## src/rtl/othello_pkg.sv

```systemverilog
// Shared cell encodings, direction tables and FSM states for the
// Othello move engine. Optional feature macro: OTHELLO_FLIP_COUNT_EN.
package othello_pkg;

  localparam int BOARD_DIM = 8;

  localparam logic [1:0] CELL_EMPTY = 2'b00;
  localparam logic [1:0] CELL_BLACK = 2'b01;
  localparam logic [1:0] CELL_WHITE = 2'b10;

  // Index = direction: N, NE, E, SE, S, SW, W, NW
  localparam logic signed [1:0] DIR_DX [8] = '{
    2'sd0, 2'sd1, 2'sd1, 2'sd1,
    2'sd0, -2'sd1, -2'sd1, -2'sd1
  };
  localparam logic signed [1:0] DIR_DY [8] = '{
    -2'sd1, -2'sd1, 2'sd0, 2'sd1,
    2'sd1, 2'sd1, 2'sd0, -2'sd1
  };

  typedef enum logic [3:0] {
    S_IDLE,
    S_RD_TGT,
    S_CHK_TGT,
    S_STEP,
    S_CHK,
    S_FLIP,
    S_PLACE,
    S_ACK,
    S_DONE_WAIT,
    S_REJECT
  } state_e;

endpackage

```

## src/rtl/othello_step_calc.sv

```systemverilog
// Cell at target + k*(dx, dy) for one direction, with an
// in-board flag and the {y, x} board address.
module othello_step_calc
  import othello_pkg::*;
(
  input  logic [2:0] x_i,
  input  logic [2:0] y_i,
  input  logic [2:0] dir_i,
  input  logic [3:0] k_i,
  output logic       inb_o,
  output logic [5:0] addr_o
);

  logic signed [5:0] k_s;
  logic signed [5:0] dx_s;
  logic signed [5:0] dy_s;
  logic signed [5:0] px;
  logic signed [5:0] py;

  always_comb begin
    k_s  = $signed({2'b00, k_i});
    dx_s = {{4{DIR_DX[dir_i][1]}}, DIR_DX[dir_i]};
    dy_s = {{4{DIR_DY[dir_i][1]}}, DIR_DY[dir_i]};
    px   = $signed({3'b000, x_i}) + dx_s * k_s;
    py   = $signed({3'b000, y_i}) + dy_s * k_s;
    // Negative values wrap to large unsigned ones and fail the bound
    inb_o = ($unsigned(px) < 6'(BOARD_DIM))
         && ($unsigned(py) < 6'(BOARD_DIM));
    addr_o = {py[2:0], px[2:0]};
  end

endmodule

```

## src/rtl/othello_move_engine.sv

```systemverilog
// Validates and applies one Othello move over a synchronous board RAM.
// Define OTHELLO_FLIP_COUNT_EN to add the flip_count output.
module othello_move_engine
  import othello_pkg::*;
#(
  parameter int ADDR_W = 6
) (
  input  logic              clock,
  input  logic              reset,
  input  logic              new_move,
  input  logic              player,
  input  logic [2:0]        cursor_x,
  input  logic [2:0]        cursor_y,
  output logic [ADDR_W-1:0] mem_addr,
  output logic              mem_we,
  output logic [1:0]        mem_wdata,
  input  logic [1:0]        mem_rdata,
  output logic              ack,
  output logic              invalid,
`ifdef OTHELLO_FLIP_COUNT_EN
  output logic [5:0]        flip_count,
`endif
  output logic              busy
);

  state_e     state_q;
  logic [2:0] x_q;
  logic [2:0] y_q;
  logic       player_q;
  logic [2:0] dir_q;
  logic [2:0] cnt_q;
  logic [2:0] flip_k_q;
  logic       any_flip_q;
  logic       step_inb_q;
  logic [5:0] addr_q;
  logic       we_q;
  logic [1:0] wdata_q;
  logic       ack_q;
  logic       inv_q;
  logic       busy_q;
`ifdef OTHELLO_FLIP_COUNT_EN
  logic [5:0] total_q;
  logic [5:0] flip_count_q;
`endif

  logic [1:0] own_c;
  logic [1:0] opp_c;
  logic       is_own;
  logic       is_opp;
  logic       go_end;
  logic       last_dir;
  logic       final_flip;
  logic [2:0] calc_dir;
  logic [3:0] calc_k;
  logic       calc_inb;
  logic [5:0] calc_addr;

  othello_step_calc u_step (
    .x_i    (x_q),
    .y_i    (y_q),
    .dir_i  (calc_dir),
    .k_i    (calc_k),
    .inb_o  (calc_inb),
    .addr_o (calc_addr)
  );

  // calc_* selects the cell the next registered address will point at
  always_comb begin
    own_c  = player_q ? CELL_WHITE : CELL_BLACK;
    opp_c  = player_q ? CELL_BLACK : CELL_WHITE;
    is_own = mem_rdata == own_c;
    is_opp = mem_rdata == opp_c;
    go_end = 1'b0;
    unique case (state_q)
      S_STEP:  go_end = !step_inb_q;
      S_CHK:   go_end = !is_opp && !(is_own && cnt_q != 3'd0);
      S_FLIP:  go_end = flip_k_q == cnt_q;
      default: go_end = 1'b0;
    endcase
    last_dir   = dir_q == 3'd7;
    final_flip = any_flip_q || state_q == S_FLIP;
    calc_dir   = dir_q;
    calc_k     = 4'd1;
    if (go_end)
      calc_dir = dir_q + 3'd1;
    else if (state_q == S_CHK_TGT)
      calc_dir = 3'd0;
    else if (state_q == S_CHK && is_opp)
      calc_k = {1'b0, cnt_q} + 4'd2;
    else if (state_q == S_FLIP)
      calc_k = {1'b0, flip_k_q} + 4'd1;
  end

  always_ff @(posedge clock) begin
    if (!reset) begin
      state_q    <= S_IDLE;
      x_q        <= 3'd0;
      y_q        <= 3'd0;
      player_q   <= 1'b0;
      dir_q      <= 3'd0;
      cnt_q      <= 3'd0;
      flip_k_q   <= 3'd0;
      any_flip_q <= 1'b0;
      step_inb_q <= 1'b0;
      addr_q     <= 6'd0;
      we_q       <= 1'b0;
      wdata_q    <= 2'd0;
      ack_q      <= 1'b0;
      inv_q      <= 1'b0;
      busy_q     <= 1'b0;
`ifdef OTHELLO_FLIP_COUNT_EN
      total_q      <= 6'd0;
      flip_count_q <= 6'd0;
`endif
    end else begin
      ack_q <= 1'b0;
      inv_q <= 1'b0;
      we_q  <= 1'b0;
      unique case (state_q)
        S_IDLE: if (new_move) begin
          x_q      <= cursor_x;
          y_q      <= cursor_y;
          player_q <= player;
          addr_q   <= {cursor_y, cursor_x};
          busy_q   <= 1'b1;
          state_q  <= S_RD_TGT;
        end
        S_RD_TGT: state_q <= S_CHK_TGT;
        S_CHK_TGT: begin
          if (mem_rdata == CELL_BLACK || mem_rdata == CELL_WHITE) begin
            inv_q   <= 1'b1;
            state_q <= S_REJECT;
          end else begin
            dir_q      <= 3'd0;
            cnt_q      <= 3'd0;
            any_flip_q <= 1'b0;
`ifdef OTHELLO_FLIP_COUNT_EN
            total_q    <= 6'd0;
`endif
            step_inb_q <= calc_inb;
            if (calc_inb) addr_q <= calc_addr;
            state_q    <= S_STEP;
          end
        end
        S_STEP: if (step_inb_q) state_q <= S_CHK;
        S_CHK: begin
          unique case (1'b1)
            is_opp: begin
              cnt_q      <= cnt_q + 3'd1;
              step_inb_q <= calc_inb;
              if (calc_inb) addr_q <= calc_addr;
              state_q    <= S_STEP;
            end
            is_own && cnt_q != 3'd0: begin
              flip_k_q <= 3'd1;
              addr_q   <= calc_addr;
              we_q     <= 1'b1;
              wdata_q  <= own_c;
              state_q  <= S_FLIP;
            end
            default: ;
          endcase
        end
        S_FLIP: if (!go_end) begin
          flip_k_q <= flip_k_q + 3'd1;
          addr_q   <= calc_addr;
          we_q     <= 1'b1;
        end
        S_PLACE: begin
          ack_q   <= 1'b1;
`ifdef OTHELLO_FLIP_COUNT_EN
          flip_count_q <= total_q;
`endif
          state_q <= S_ACK;
        end
        S_ACK: state_q <= S_DONE_WAIT;
        S_DONE_WAIT: if (!new_move) begin
          busy_q  <= 1'b0;
          state_q <= S_IDLE;
        end
        S_REJECT: begin
          if (!new_move || cursor_x != x_q || cursor_y != y_q) begin
            busy_q  <= 1'b0;
            state_q <= S_IDLE;
          end
        end
        default: state_q <= S_IDLE;
      endcase
      if (go_end) begin
        cnt_q <= 3'd0;
        if (state_q == S_FLIP) begin
          any_flip_q <= 1'b1;
`ifdef OTHELLO_FLIP_COUNT_EN
          total_q    <= total_q + 6'(cnt_q);
`endif
        end
        if (!last_dir) begin
          dir_q      <= dir_q + 3'd1;
          step_inb_q <= calc_inb;
          if (calc_inb) addr_q <= calc_addr;
          state_q    <= S_STEP;
        end else if (final_flip) begin
          addr_q  <= {y_q, x_q};
          we_q    <= 1'b1;
          wdata_q <= own_c;
          state_q <= S_PLACE;
        end else begin
          inv_q   <= 1'b1;
          state_q <= S_REJECT;
        end
      end
    end
  end

  assign mem_addr  = ADDR_W'(addr_q);
  assign mem_we    = we_q;
  assign mem_wdata = wdata_q;
  assign ack       = ack_q;
  assign invalid   = inv_q;
  assign busy      = busy_q;
`ifdef OTHELLO_FLIP_COUNT_EN
  assign flip_count = flip_count_q;
`endif

endmodule

```

## config.mk

```make
export PLATFORM = sky130hd
export DESIGN_NAME = othello_move_engine
export DESIGN_NICKNAME = d
export VERILOG_FILES = /design/src/rtl/othello_pkg.sv /design/src/rtl/othello_step_calc.sv /design/src/rtl/othello_move_engine.sv
export SDC_FILE = /design/constraint.sdc
export NUM_CORES = 1
export LEC_CHECK = 0
export BUFFER_PORTS_ARGS = -buffer_cell sky130_fd_sc_hd__buf_2
export CAP_MARGIN = 20
export CORE_ASPECT_RATIO = 0.6
export CORE_MARGIN = 2
export CORE_UTILIZATION = 53
export DETAILED_ROUTE_END_ITERATION = 12
export PLACE_DENSITY = 0.8
export SYNTH_ARGS = -nofsm -noshare
export SYNTH_HDL_FRONTEND = slang
export SYNTH_SLANG_ARGS = --single-unit
```

## constraint.sdc

```tcl
create_clock -name clock -period 8.05 [get_ports clock]
set_clock_uncertainty 0.1 [all_clocks]
set_input_delay 0.4025 -clock clock [delete_from_list [all_inputs] [get_ports clock]]
set_output_delay 0.4025 -clock clock [all_outputs]
set_load 0.02 [all_outputs]
```

==> metrics.md <==
| Metric | Value |
|---|---|
| Outcome | finished, final reports clean |
| Hold slack | 0.265 ns |
| Cts repair resizes | 0 |
| Pre-CTS setup slack | 2.09 ns |
| First-pass DRT Iterations | 5 |
| Ratio of cells with drive above 1 in the final layout | 10.4% |
| Highest ir drop seen on vdd | 0.000176 V |
| Routed WL | 7.74 mm |
| Remaining Overflow, GRT | 0 |
| Post-synthesis sequential area ratio | 23.6% |
| Slew Viols, Final | 0 |
| Period minus WS final | 6.09 ns |
| First-pass GRT wire length | 12.6 mm |
| EDFF count, synth | 0 |
| Clk pwr share | 18.7% |
| Standard-cell rows | 20 |
| WS Path Type | reg2reg |
| Layout Nets | 438 |
| Sw Share | 46.3% |
| Sink Count | 34 |
| Top-Level Pins | 24 |
| Sequential share of power | 29.4% |
| Leak | 1.34 nW |
| Wire per inst | 16.5 um |
| Post-route cell area | 3140 sq um |
| Drt initial violations | 235 |
| CP max FO | 16 |
| Total CTS buffers | 5 |
| Rel. slew slack | 47.0% |
| CP startpoint kind | flop |
| Die width | 99.2 um |
| Synthesized Nets | 420 |
| Slew @ Worst Pin | 0.793 ns |
| Arrival time worst endpoint | 6.17 ns |
| Hold Path Stages | 3 |
| Post-synthesis cell count | 384 |
| Inserted Diodes | 0 |
| CP endpoint kind | flop |
| Die area | 6060 sq um |
| Comb power frac | 51.9% |
| Setup tns final | 0 ns |
| R2R Setup Slk | 1.96 ns |
| Synthesized area | 2880 sq um |
| Max cap viols | 0 |
| Net load switching power | 0.000406 W |
| Clk slew on worst S/H paths | 0.07 ns |
| FF-to-FF path depth | 18 |
| All-Layer GR Usage | 26.4% |
| Worst r2r src | state_q[2] |
| RSZ-0062 raised after global routing | no |
| Remaining antenna violation count | 0 |
| Tightest Hold Check Type | in2reg |
| # DRC | 0 |
| CTS tree | built |
| Die Y | 61.1 um |
| Fin cells | 468 |
| Setup Fix Bufs, Post-CTS | 0 |
| Top_reg_cell synth | dfxtp_1 |
| Area grow syn2layout | 8.91% |
| Avg Cell Area, Syn | 7.50 sq um |
| DP Wirelength | 5.95 mm |
| Asr flop ratio synth | 0% |
| Total number of vias | 2878 |
| Yosys warns | 0 |
| Setup ws final | 1.96 ns |
| Largest net degree at the start of global routing | 34 |
| F_max | 164 MHz |
| Internal power | 0.000472 W |
| RR Endpoint | mem_addr[3] |
| RD Place Congestion | 0.924 |
| Count of buffers from port buffering | 23 |
| Pwr dens | 280 nW/um^2 |
| Final setup violation count | 0 |
| Hold-fix buffers at CTS | 0 |
| Starting density of the core | 55.9% |
| Req. time, crit path | 8.13 ns |
| Dpl cells | 461 |
| Vias in the first global route | 2593 |
| Initial antenna violation count | 0 |
| Clk root buf | clkbuf_8 |
| H-Tree Depth | 2 |
| Min-Delay Endpoint | player_q |
| Count of final hold-check violations | 0 |
| Fin crit share | 75.6% |
| Via/cell ratio | 6.15 |
| Placed cell areas | 3020 sq um |
| Clk_lat worst skew | 0.29 ns |
| Number of synthesized register bits | 34 |
| Clock Path Buffers | 2 |
| Hold_sp | player |
| Core Area | 5150 sq um |
| Unique masters post-synth | 58 |
[layer usage]
| metal | part of all wire [%] | wire length, um | track usage, % |
|---|---|---|---|
| met1 | 48 | 3680 | 38.4 |
| met2 | 43 | 3300 | 40.4 |
| met3 | 8.9 | 689 | 6.24 |
| met4 | 0.80 | 62 | 6.07 |
| met5 | 0 | 0 | 0 |
[critical path, stage by stage (launching register included)]
cell and delay (ns):
dfxtp_1 0.66, and4bb_1 0.52, nand4_1 0.20, o31ai_2 0.15, or2_1 0.61, o22ai_1 0.23, or2_2 0.36, fa_1 0.48
fa_1 0.44, nor2b_1 0.12, o21ai_0 0.10, and3_1 0.20, nor4b_1 0.39, nand3_1 0.13, mux2i_1 0.35, nand4_2 0.26
nand3b_2 0.26, nor2b_4 0.08, a221o_1 0.34
[sequential cells by signal (all words and copies together), names as in the netlist]
signal and flops:
any_flip_q 1, ack 1, invalid 1, state_q 4
dir_q 3, busy 1, mem_we 1, cnt_q 3
y_q 3, mem_wdata 2, step_inb_q 1, mem_addr 6
player_q 1, x_q 3, flip_k_q 3
[cell type report]
type                            instances  area (sq um)
Clock buffer                            6          82.6
Clock inverter                          1          30.0
Fill cell                             476          2020
Inverter                               31           116
Multi-Input combinational cell        307          2030
Sequential cell                        34           681
Tap cell                               66          82.6
Timing Repair Buffer                   23           115
[power by group through the flow]
stage | combinational, W | clock, W | sequential [W]
final | 0.000456 | 0.000164 | 0.000258
after global routing | 0.000500 | 0.000173 | 0.000262
after CTS | 0.000444 | 0.000164 | 0.000256
after detailed placement | 0.000441 | 0 | 0.000260
after global placement | 0.000434 | 0 | 0.000256
after floorplan | 0.000342 | 0 | 0.000249
[synthesized netlist by cell type, types with 2 or more instances]
master	count	area, sq um
nand4_1	3	18.8
nor4_1	3	18.8
a31oi_1	4	25.0
a221o_1	4	40.0
o211ai_1	4	30.0
a21boi_0	13	97.6
a21o_1	2	15.0
o22ai_1	4	25.0
nor3b_1	2	15.0
o21a_1	2	15.0
nand3_1	11	55.1
clkbuf_1	10	37.5
o21ai_1	3	15.0
a22o_1	2	17.5
mux2i_1	6	60.1
xor2_1	7	61.3
a221oi_1	2	17.5
inv_1	31	116
xnor2_1	10	87.6
ha_1	18	225
o21ai_0	26	130
nand3_2	2	20.0
nor2b_1	9	56.3
nand2b_1	8	50.1
o211a_1	2	20.0
nand3b_1	3	22.5
nor3_1	7	35.0
and3_1	4	25.0
a21oi_1	23	115
fa_1	6	120
dfxtp_1	34	681
nand2_1	53	199
and2_1	5	31.3
nor2_1	37	139
[how the worst max path moves through the flow]
stage | startpoint | to | slack, ns | cells after the start
finish | state_q[2] | mem_addr[3] | 1.96 | 18
detailed placement | state_q[2] | mem_addr[0] | 2.09 | 18
floorplan | mem_rdata[1] | mem_addr[0] | 2.86 | 21
global placement | state_q[2] | mem_addr[1] | 2.34 | 18
CTS | state_q[0] | mem_addr[0] | 2.07 | 18
global route | state_q[2] | mem_addr[0] | 1.48 | 20
[cells by family after synthesis]
group / after synthesis / share of synthesized area (%)
xor+xnor: 17 / 5.17
buf+inv: 43 / 5.91
flops: 34 / 23.6
mux: 8 / 3.34
compound gates: 99 / 22.1
simple gates: 159 / 27.8
fa+ha+maj: 24 / 12.0
[metrics by stage]
| stage | total power (W) | utilization [%] |
|---|---|---|
| 2_1_floorplan | 0.000591 | - |
| 3_3_place_gp | 0.000690 | 58.7 |
| 3_5_place_dp | 0.000700 | 58.7 |
| 4_1_cts | 0.000864 | 60.8 |
| 5_1_grt | 0.000935 | 60.8 |
| 6_report | 0.000878 | 60.8 |
[layout by cell type, fill, tap and decap left out, types with 5 or more instances in the layout]
| cell | Yosys | final |
|---|---|---|
| clkbuf_8 | 0 | 6 |
| and2_1 | 5 | 5 |
| nand2b_1 | 8 | 8 |
| nor2_1 | 37 | 37 |
| a21oi_1 | 23 | 23 |
| xor2_1 | 7 | 7 |
| dfxtp_1 | 34 | 34 |
| ha_1 | 18 | 18 |
| nand3_1 | 11 | 11 |
| a21boi_0 | 13 | 13 |
| o21ai_0 | 26 | 26 |
| mux2i_1 | 6 | 6 |
| inv_1 | 31 | 31 |
| fa_1 | 6 | 6 |
| nand2_1 | 53 | 53 |
| nor3_1 | 7 | 7 |
| xnor2_1 | 10 | 10 |
| buf_2 | 1 | 23 |
| nor2b_1 | 9 | 9 |
No activity file was read; power rests on OpenSTA's default activity.
